### src/rtl/instr_decode_queue_pkg.sv
// rtl/instr_decode_queue_pkg.sv - cpu_pkg: decoded instruction IDs and RV32 opcodes
// Exports ID_* constants (ADD=0 .. AUIPC=44, UNKNOWN=45) and OP_* major opcodes.
package cpu_pkg;

    localparam logic [5:0] ID_ADD     = 6'd0;
    localparam logic [5:0] ID_SUB     = 6'd1;
    localparam logic [5:0] ID_SLL     = 6'd2;
    localparam logic [5:0] ID_SLT     = 6'd3;
    localparam logic [5:0] ID_SLTU    = 6'd4;
    localparam logic [5:0] ID_XOR     = 6'd5;
    localparam logic [5:0] ID_SRL     = 6'd6;
    localparam logic [5:0] ID_SRA     = 6'd7;
    localparam logic [5:0] ID_OR      = 6'd8;
    localparam logic [5:0] ID_AND     = 6'd9;
    localparam logic [5:0] ID_MUL     = 6'd10;
    localparam logic [5:0] ID_MULH    = 6'd11;
    localparam logic [5:0] ID_MULHSU  = 6'd12;
    localparam logic [5:0] ID_MULHU   = 6'd13;
    localparam logic [5:0] ID_DIV     = 6'd14;
    localparam logic [5:0] ID_DIVU    = 6'd15;
    localparam logic [5:0] ID_REM     = 6'd16;
    localparam logic [5:0] ID_REMU    = 6'd17;
    localparam logic [5:0] ID_ADDI    = 6'd18;
    localparam logic [5:0] ID_SLTI    = 6'd19;
    localparam logic [5:0] ID_SLTIU   = 6'd20;
    localparam logic [5:0] ID_XORI    = 6'd21;
    localparam logic [5:0] ID_ORI     = 6'd22;
    localparam logic [5:0] ID_ANDI    = 6'd23;
    localparam logic [5:0] ID_SLLI    = 6'd24;
    localparam logic [5:0] ID_SRLI    = 6'd25;
    localparam logic [5:0] ID_SRAI    = 6'd26;
    localparam logic [5:0] ID_LB      = 6'd27;
    localparam logic [5:0] ID_LH      = 6'd28;
    localparam logic [5:0] ID_LW      = 6'd29;
    localparam logic [5:0] ID_LBU     = 6'd30;
    localparam logic [5:0] ID_LHU     = 6'd31;
    localparam logic [5:0] ID_SB      = 6'd32;
    localparam logic [5:0] ID_SH      = 6'd33;
    localparam logic [5:0] ID_SW      = 6'd34;
    localparam logic [5:0] ID_BEQ     = 6'd35;
    localparam logic [5:0] ID_BNE     = 6'd36;
    localparam logic [5:0] ID_BLT     = 6'd37;
    localparam logic [5:0] ID_BGE     = 6'd38;
    localparam logic [5:0] ID_BLTU    = 6'd39;
    localparam logic [5:0] ID_BGEU    = 6'd40;
    localparam logic [5:0] ID_JAL     = 6'd41;
    localparam logic [5:0] ID_JALR    = 6'd42;
    localparam logic [5:0] ID_LUI     = 6'd43;
    localparam logic [5:0] ID_AUIPC   = 6'd44;
    localparam logic [5:0] ID_UNKNOWN = 6'd45;

    localparam logic [6:0] OP_R      = 7'b0110011;
    localparam logic [6:0] OP_IMM    = 7'b0010011;
    localparam logic [6:0] OP_LOAD   = 7'b0000011;
    localparam logic [6:0] OP_STORE  = 7'b0100011;
    localparam logic [6:0] OP_BRANCH = 7'b1100011;
    localparam logic [6:0] OP_JAL    = 7'b1101111;
    localparam logic [6:0] OP_JALR   = 7'b1100111;
    localparam logic [6:0] OP_LUI    = 7'b0110111;
    localparam logic [6:0] OP_AUIPC  = 7'b0010111;

endpackage

### src/rtl/instr_decode_queue_if.sv
// rtl/instr_decode_queue_if.sv - fetch-side and execute-side handshakes of the decode queue
// master: fetch/execute (drives in_valid/in_instr/in_pc/out_ready); slave: the queue.
interface instr_decode_queue_if #(
    parameter int ID_W = 6
);
    logic            in_valid;
    logic            in_ready;
    logic [31:0]     in_instr;
    logic [31:0]     in_pc;
    logic            out_valid;
    logic            out_ready;
    logic [31:0]     out_instr;
    logic [31:0]     out_pc;
    logic [ID_W-1:0] out_id;
    logic            out_illegal;

    modport master (
        output in_valid, in_instr, in_pc, out_ready,
        input  in_ready, out_valid, out_instr, out_pc, out_id, out_illegal
    );

    modport slave (
        input  in_valid, in_instr, in_pc, out_ready,
        output in_ready, out_valid, out_instr, out_pc, out_id, out_illegal
    );
endinterface

### src/rtl/instr_decoder.sv
// rtl/instr_decoder.sv - combinational RV32I(+M) decoder to a compact instruction ID
// Ports: instr (32-bit word in), id (ID_W-bit decoded ID out). ENABLE_M=0 maps RV32M to unknown.
module instr_decoder
    import cpu_pkg::*;
#(
    parameter int ENABLE_M = 1,
    parameter int ID_W     = 6
) (
    input  logic [31:0]     instr,
    output logic [ID_W-1:0] id
);
    logic [6:0] opcode;
    logic [2:0] funct3;
    logic [6:0] funct7;
    logic [5:0] id_raw;
    logic       unused_bits;

    assign opcode      = instr[6:0];
    assign funct3      = instr[14:12];
    assign funct7      = instr[31:25];
    assign unused_bits = ^{instr[24:15], instr[11:7]};

    always_comb begin
        id_raw = ID_UNKNOWN;
        case (opcode)
            OP_R: begin
                case (funct7)
                    7'b0000000: begin
                        case (funct3)
                            3'd0: id_raw = ID_ADD;
                            3'd1: id_raw = ID_SLL;
                            3'd2: id_raw = ID_SLT;
                            3'd3: id_raw = ID_SLTU;
                            3'd4: id_raw = ID_XOR;
                            3'd5: id_raw = ID_SRL;
                            3'd6: id_raw = ID_OR;
                            default: id_raw = ID_AND;
                        endcase
                    end
                    7'b0100000: begin
                        if (funct3 == 3'd0) id_raw = ID_SUB;
                        else if (funct3 == 3'd5) id_raw = ID_SRA;
                    end
                    // MUL..REMU are numbered in funct3 order
                    7'b0000001: if (ENABLE_M != 0) id_raw = ID_MUL + {3'b000, funct3};
                    default: ;
                endcase
            end
            OP_IMM: begin
                case (funct3)
                    3'd0: id_raw = ID_ADDI;
                    3'd1: if (funct7 == 7'b0000000) id_raw = ID_SLLI;
                    3'd2: id_raw = ID_SLTI;
                    3'd3: id_raw = ID_SLTIU;
                    3'd4: id_raw = ID_XORI;
                    3'd5: begin
                        if (funct7 == 7'b0000000) id_raw = ID_SRLI;
                        else if (funct7 == 7'b0100000) id_raw = ID_SRAI;
                    end
                    3'd6: id_raw = ID_ORI;
                    default: id_raw = ID_ANDI;
                endcase
            end
            OP_LOAD: begin
                case (funct3)
                    3'd0: id_raw = ID_LB;
                    3'd1: id_raw = ID_LH;
                    3'd2: id_raw = ID_LW;
                    3'd4: id_raw = ID_LBU;
                    3'd5: id_raw = ID_LHU;
                    default: ;
                endcase
            end
            OP_STORE: begin
                case (funct3)
                    3'd0: id_raw = ID_SB;
                    3'd1: id_raw = ID_SH;
                    3'd2: id_raw = ID_SW;
                    default: ;
                endcase
            end
            OP_BRANCH: begin
                case (funct3)
                    3'd0: id_raw = ID_BEQ;
                    3'd1: id_raw = ID_BNE;
                    3'd4: id_raw = ID_BLT;
                    3'd5: id_raw = ID_BGE;
                    3'd6: id_raw = ID_BLTU;
                    3'd7: id_raw = ID_BGEU;
                    default: ;
                endcase
            end
            OP_JAL:   id_raw = ID_JAL;
            OP_JALR:  if (funct3 == 3'd0) id_raw = ID_JALR;
            OP_LUI:   id_raw = ID_LUI;
            OP_AUIPC: id_raw = ID_AUIPC;
            default: ;
        endcase
    end

    assign id = ID_W'(id_raw);
endmodule

### src/rtl/instr_decode_queue.sv
// rtl/instr_decode_queue.sv - decode-at-write instruction FIFO between fetch and execute
// Ports: clk, rst (async, active-high), q (slave handshakes), flush, count (occupied entries).
module instr_decode_queue
    import cpu_pkg::*;
#(
    parameter int DEPTH    = 4,
    parameter int ENABLE_M = 1,
    parameter int ID_W     = 6
) (
    input  logic                         clk,
    input  logic                         rst,
    instr_decode_queue_if.slave          q,
    input  logic                         flush,
    output logic [$clog2(DEPTH+1)-1:0]   count
);
    localparam int PTR_W = $clog2(DEPTH);
    localparam int CNT_W = $clog2(DEPTH+1);

    logic [PTR_W-1:0] rp_q, rp_d, wp_q, wp_d;
    logic [CNT_W-1:0] count_q, count_d;

    logic [31:0]     instr_mem_q [DEPTH];
    logic [31:0]     pc_mem_q    [DEPTH];
    logic [ID_W-1:0] id_mem_q    [DEPTH];
    logic            ill_mem_q   [DEPTH];

    logic [ID_W-1:0] dec_id;
    logic            push, pop;

    instr_decoder #(.ENABLE_M(ENABLE_M), .ID_W(ID_W)) u_dec (
        .instr (q.in_instr),
        .id    (dec_id)
    );

    // Handshake status comes only from registered count.
    assign q.in_ready  = (count_q != CNT_W'(DEPTH));
    assign q.out_valid = (count_q != '0);
    assign count       = count_q;

    assign push = q.in_valid  && q.in_ready  && !flush;
    assign pop  = q.out_valid && q.out_ready && !flush;

    always_comb begin
        rp_d    = rp_q;
        wp_d    = wp_q;
        count_d = count_q;
        if (flush) begin
            rp_d    = '0;
            wp_d    = '0;
            count_d = '0;
        end else begin
            if (push) wp_d = wp_q + 1'b1;
            if (pop)  rp_d = rp_q + 1'b1;
            count_d = count_q + CNT_W'(push) - CNT_W'(pop);
        end
    end

    always_ff @(posedge clk or posedge rst) begin
        if (rst) begin
            rp_q    <= '0;
            wp_q    <= '0;
            count_q <= '0;
        end else begin
            rp_q    <= rp_d;
            wp_q    <= wp_d;
            count_q <= count_d;
        end
    end

    // Entry contents need no reset; they are only observed while out_valid.
    always_ff @(posedge clk) begin
        if (push) begin
            instr_mem_q[wp_q] <= q.in_instr;
            pc_mem_q[wp_q]    <= q.in_pc;
            id_mem_q[wp_q]    <= dec_id;
            ill_mem_q[wp_q]   <= (dec_id == ID_W'(ID_UNKNOWN));
        end
    end

    assign q.out_instr   = q.out_valid ? instr_mem_q[rp_q] : 32'd0;
    assign q.out_pc      = q.out_valid ? pc_mem_q[rp_q]    : 32'd0;
    assign q.out_id      = q.out_valid ? id_mem_q[rp_q]    : ID_W'(ID_UNKNOWN);
    assign q.out_illegal = q.out_valid && ill_mem_q[rp_q];
endmodule

### src/flat_wrapper.sv
// flat-port wrapper written by rule: the top's interface ports become plain ports
module instr_decode_queue_flat import cpu_pkg::*;
#(
    parameter int DEPTH    = 4,
    parameter int ENABLE_M = 1,
    parameter int ID_W     = 6
)
  (clk, rst, flush, count, q_in_valid, q_in_instr, q_in_pc, q_out_ready, q_in_ready, q_out_valid, q_out_instr, q_out_pc, q_out_id, q_out_illegal);
  instr_decode_queue_if #(.ID_W(ID_W)) q_i ();
  input  logic clk;
  input  logic rst;
  input  logic flush;
  output logic [$clog2(DEPTH+1)-1:0] count;
  input wire logic [$bits(q_i.in_valid)-1:0] q_in_valid;
  input wire logic [$bits(q_i.in_instr)-1:0] q_in_instr;
  input wire logic [$bits(q_i.in_pc)-1:0] q_in_pc;
  input wire logic [$bits(q_i.out_ready)-1:0] q_out_ready;
  output wire logic [$bits(q_i.in_ready)-1:0] q_in_ready;
  output wire logic [$bits(q_i.out_valid)-1:0] q_out_valid;
  output wire logic [$bits(q_i.out_instr)-1:0] q_out_instr;
  output wire logic [$bits(q_i.out_pc)-1:0] q_out_pc;
  output wire logic [$bits(q_i.out_id)-1:0] q_out_id;
  output wire logic [$bits(q_i.out_illegal)-1:0] q_out_illegal;
  assign q_i.in_valid = q_in_valid;
  assign q_i.in_instr = q_in_instr;
  assign q_i.in_pc = q_in_pc;
  assign q_i.out_ready = q_out_ready;
  assign q_in_ready = q_i.in_ready;
  assign q_out_valid = q_i.out_valid;
  assign q_out_instr = q_i.out_instr;
  assign q_out_pc = q_i.out_pc;
  assign q_out_id = q_i.out_id;
  assign q_out_illegal = q_i.out_illegal;
  instr_decode_queue #(.DEPTH(DEPTH), .ENABLE_M(ENABLE_M), .ID_W(ID_W)) u_core (.clk(clk), .rst(rst), .q(q_i), .flush(flush), .count(count));
endmodule
### config.mk
export PLATFORM = sky130hd
export DESIGN_NAME = instr_decode_queue_flat
export DESIGN_NICKNAME = d
export VERILOG_FILES = /design/src/rtl/instr_decode_queue_pkg.sv /design/src/rtl/instr_decode_queue_if.sv /design/src/rtl/instr_decoder.sv /design/src/rtl/instr_decode_queue.sv /design/src/flat_wrapper.sv
export SDC_FILE = /design/constraint.sdc
export NUM_CORES = 1
export LEC_CHECK = 0
export CAP_MARGIN = 0
export CORE_MARGIN = 4
export CORE_UTILIZATION = 41
export CTS_CLUSTER_SIZE = 28
export DETAILED_ROUTE_END_ITERATION = 6
export GPL_ROUTABILITY_DRIVEN = 0
export SLEW_MARGIN = 20
export SYNTH_ARGS = -nofsm -noshare
export SYNTH_HDL_FRONTEND = slang
export SYNTH_HIERARCHICAL = 1
export SYNTH_SLANG_ARGS = --single-unit
### constraint.sdc
create_clock -name clk -period 4.9 [get_ports clk]
set_input_delay 0.735 -clock clk [delete_from_list [all_inputs] [get_ports clk]]
set_output_delay 0.735 -clock clk [all_outputs]
set_load 0.01 [all_outputs]
==> impl_metrics.csv <==
group,metric,value,unit
run_status,status,"completed",
worst_hold_path,hold_class,"in -> async",
floorplanning,fp.dieW,180,µm
timing,worst_hold_slack,440,ps
synth,synthArstFlopShare,2.41,%
pwr,vdd.ir_drop.worst,0.332,mV
placement,dpl_cell_area,13900,µm²
layout,layout_commonest_cell,"edfxtp_1",
timing,timing.fmax,0.257,GHz
synth,synth-main-ff-cell,"edfxtp_1",
layout,nFillCells,2335,
cts,htreeDepth,1,
drt,ant_nets,0,
timing,fin_ws,1010,ps
cts,cts_hold_buffers,0,
synth,ys_types,59,
setup_path,slowest_stage,"dfrtp_4",
cts,cts_made_buffers,30,
timing,slew_violations,0,
global_routing,grtUsageTotal,15.2,%
placement,io_buffer_count,144,
timing,worst_pin_slew,982,ps
drt,drc,0,
layout,layout_common_cells,"284 x edfxtp_1, 144 x clkdlybuf4s50_1, 68 x and2_1",
cts,cts.path.max_buffers,3,
global_routing,grt_max_degree,74,
cts,clkSlewWorstSetupHoldPaths,60,ps
floorplanning,die_y,180,µm
floorplanning,io-pin-count,145,
floorplanning,coreArea,28900,µm²
drt,routedWlPerCell,20.9,µm
synth,yosys_warnings,6,
setup_path,worstSetupEndpointType,"primary output",
setup_path,path_delay_family,"buffers and inverters",
pwr,power.density,480,nW/µm²
synth,synth_cells,622,
run,cap_violations,0,
setup_path,crit_path_cell_trace,"buf_4, mux4_2, and2_1, clkdlybuf4s50_1",
layout,fin_nets,860,
cts,cts.sinks,291,
timing,setup_viol,0,
drt,wl,24800,µm
placement,pre_cts_slack,1390,ps
drt,route.vias.total,6405,
cts,clock_tree.root_cell,"clkbuf_16",
timing,final.min_clock_period,3890,ps
synth,syn_area,12100,µm²
floorplanning,initial_core_util,41.9,%
timing,skew,7.18,ps
timing,grt_setup_unrepaired,"false",
layout,area_delta_synth_final,23.3,%
cts,post_cts_buffers,0,
drt,drt-initial-drc-count,653,
pwr,finalPower,7.15,mW
drt,viasPerCell,5.41,
floorplanning,die-area,32300,µm²
floorplanning,rows,62,
synth,synth_nets,702,
global_routing,grt_antenna_before_repair,0,
timing,finalHoldViolCount,0,
timing,tns,0,ps
pwr,p_leak,4.76,nW
drt,drt_pass1_iterations,7,
cts,cts_resized,0,
global_routing,grt_overflow,0,
setup_path,cp_num_buf_inv,2,
layout,diodes,0,
setup_path,start_kind,"register",
layout,fin_area,14900,µm²
synth,synth_edf_count,284,
cts,cts_tree,"yes",
global_routing,grt_pass1_wl,39200,µm
setup_path,criticalPathCategory,"reg -> out",
setup_path,required,4160,ps
timing,fin_crit_sh,79.3,%
setup_path,critPathMaxFanout,35,
setup_path,cp.arrival,3150,ps
timing,max_slew_margin,34.5,%
cts,clk_latency,530,ps
layout,drive_above_1_share,16.4,%
placement,dpl.hpwl,15100,µm
global_routing,grt_pass1_vias,6937,
synth,ys_ff_latch,291,
synth,ys_seq_area_share,72.1,%
setup_path,slowest_delay,870,ps
synth,avgSynthCellArea,19.4,µm²
[cells in the mapped netlist (2+ instances only)]
cell type  instances  area share [%]
edfxtp_1         284              71
and2_1            72             3.7
mux4_2            54              10
mux4_1            17             3.7
clkbuf_1          16            0.50
nor2_1            15            0.47
nand2_1           14            0.44
inv_1             12            0.37
ha_1              10             1.0
o21ai_0           10            0.41
a21oi_1            9            0.37
nand3_1            8            0.33
buf_2              7            0.29
dfrtp_1            7             1.5
nor3_1             7            0.29
nand4_1            5            0.26
buf_12             4            0.66
buf_6              4            0.37
nand2b_1           4            0.21
nor2b_1            4            0.21
o2111ai_1          4            0.29
mux2i_1            3            0.25
nand4b_1           3            0.22
or2_2              3            0.16
a311oi_1           2            0.15
a31oi_1            2            0.10
buf_1              2           0.062
inv_2              2           0.062
nor3_2             2            0.17
nor3b_1            2            0.12
nor4_1             2            0.10
o211ai_1           2            0.12
or3_1              2            0.10
xnor2_1            2            0.15
xor2_1             2            0.15
[final timing paths]
kind                       slack (ps)       startpoint                      to  depth (start not counted)
setup / recovery                 1010   u_core/rp_q[0]            q_out_pc[13]                          4
hold / removal                    440              rst         u_core/count[2]                          2
setup reg to reg                 2270  u_core/count[2]  u_core/pc_mem_q[2][19]                          4
hold reg to reg                   620   u_core/wp_q[1]          u_core/wp_q[1]                          2
max in group asynchronous        4200              rst          u_core/rp_q[1]                          2
min in group clk                  620   u_core/wp_q[1]          u_core/wp_q[1]                          2
[logic make-up (layout without fill, tap and decap cells)]
group                      count (synthesis)  count (layout)  share of synthesized area, %
buffers and inverters                     47             226                          2.32
muxes                                     75              75                          14.1
adders and majority gates                 11              11                          1.20
AOI/OAI and AO/OA                         43              43                          2.56
DFF                                      291             291                          72.1
xor gates and xnor gates                   4               4                         0.290
and+or+nand+nor                          151             151                          7.47
[per-layer routing]
metal / wire length (µm) / up-vias / global-route usage, %
li1: - / 2833 / -
met4: 496 / 0 / 3.57
met1: 10200 / 3301 / 19.4
met3: 1310 / 55 / 2.57
met5: 0 / - / 0
met2: 12800 / 216 / 27.2
[through the flow]
stage                     cells  util (%)
final                      1185      51.6
after global routing       1185      51.6
after CTS                  1184      51.5
after detailed placement   1131      48.2
after global placement     1131      48.2
after floorplan             622         -
[power by group]
group          switching (mW)  internal [mW]
sequential              0.122           2.87
clock                   0.874           1.35
combinational           0.846           1.09
[state kept, by name (all words and copies together) (netlist names)]
name and cells:
u_core/instr_mem_q 128, u_core/count 3, u_core/ill_mem_q 4, u_core/rp_q 2, u_core/id_mem_q 24, u_core/wp_q 2
u_core/pc_mem_q 128
[final cells by class]
type                    instances  area [µm²]  area share (%)
repair buffers                159        1570            10.5
multi-input cells             284        3110            20.9
flip-flops and latches        291        8710            58.5
well taps                     384         480            3.23
clock inverters                18         188            1.26
inverters                      14        52.6           0.353
clock buffers                  35         791            5.31
[worst reg2reg max path, stage by stage (launching register included)]
cell	delay (ps)
dfrtp_1	420
nor3b_1	200
nor3_1	450
and2_4	890
buf_4	360
Power figures use the tool's default switching activity.
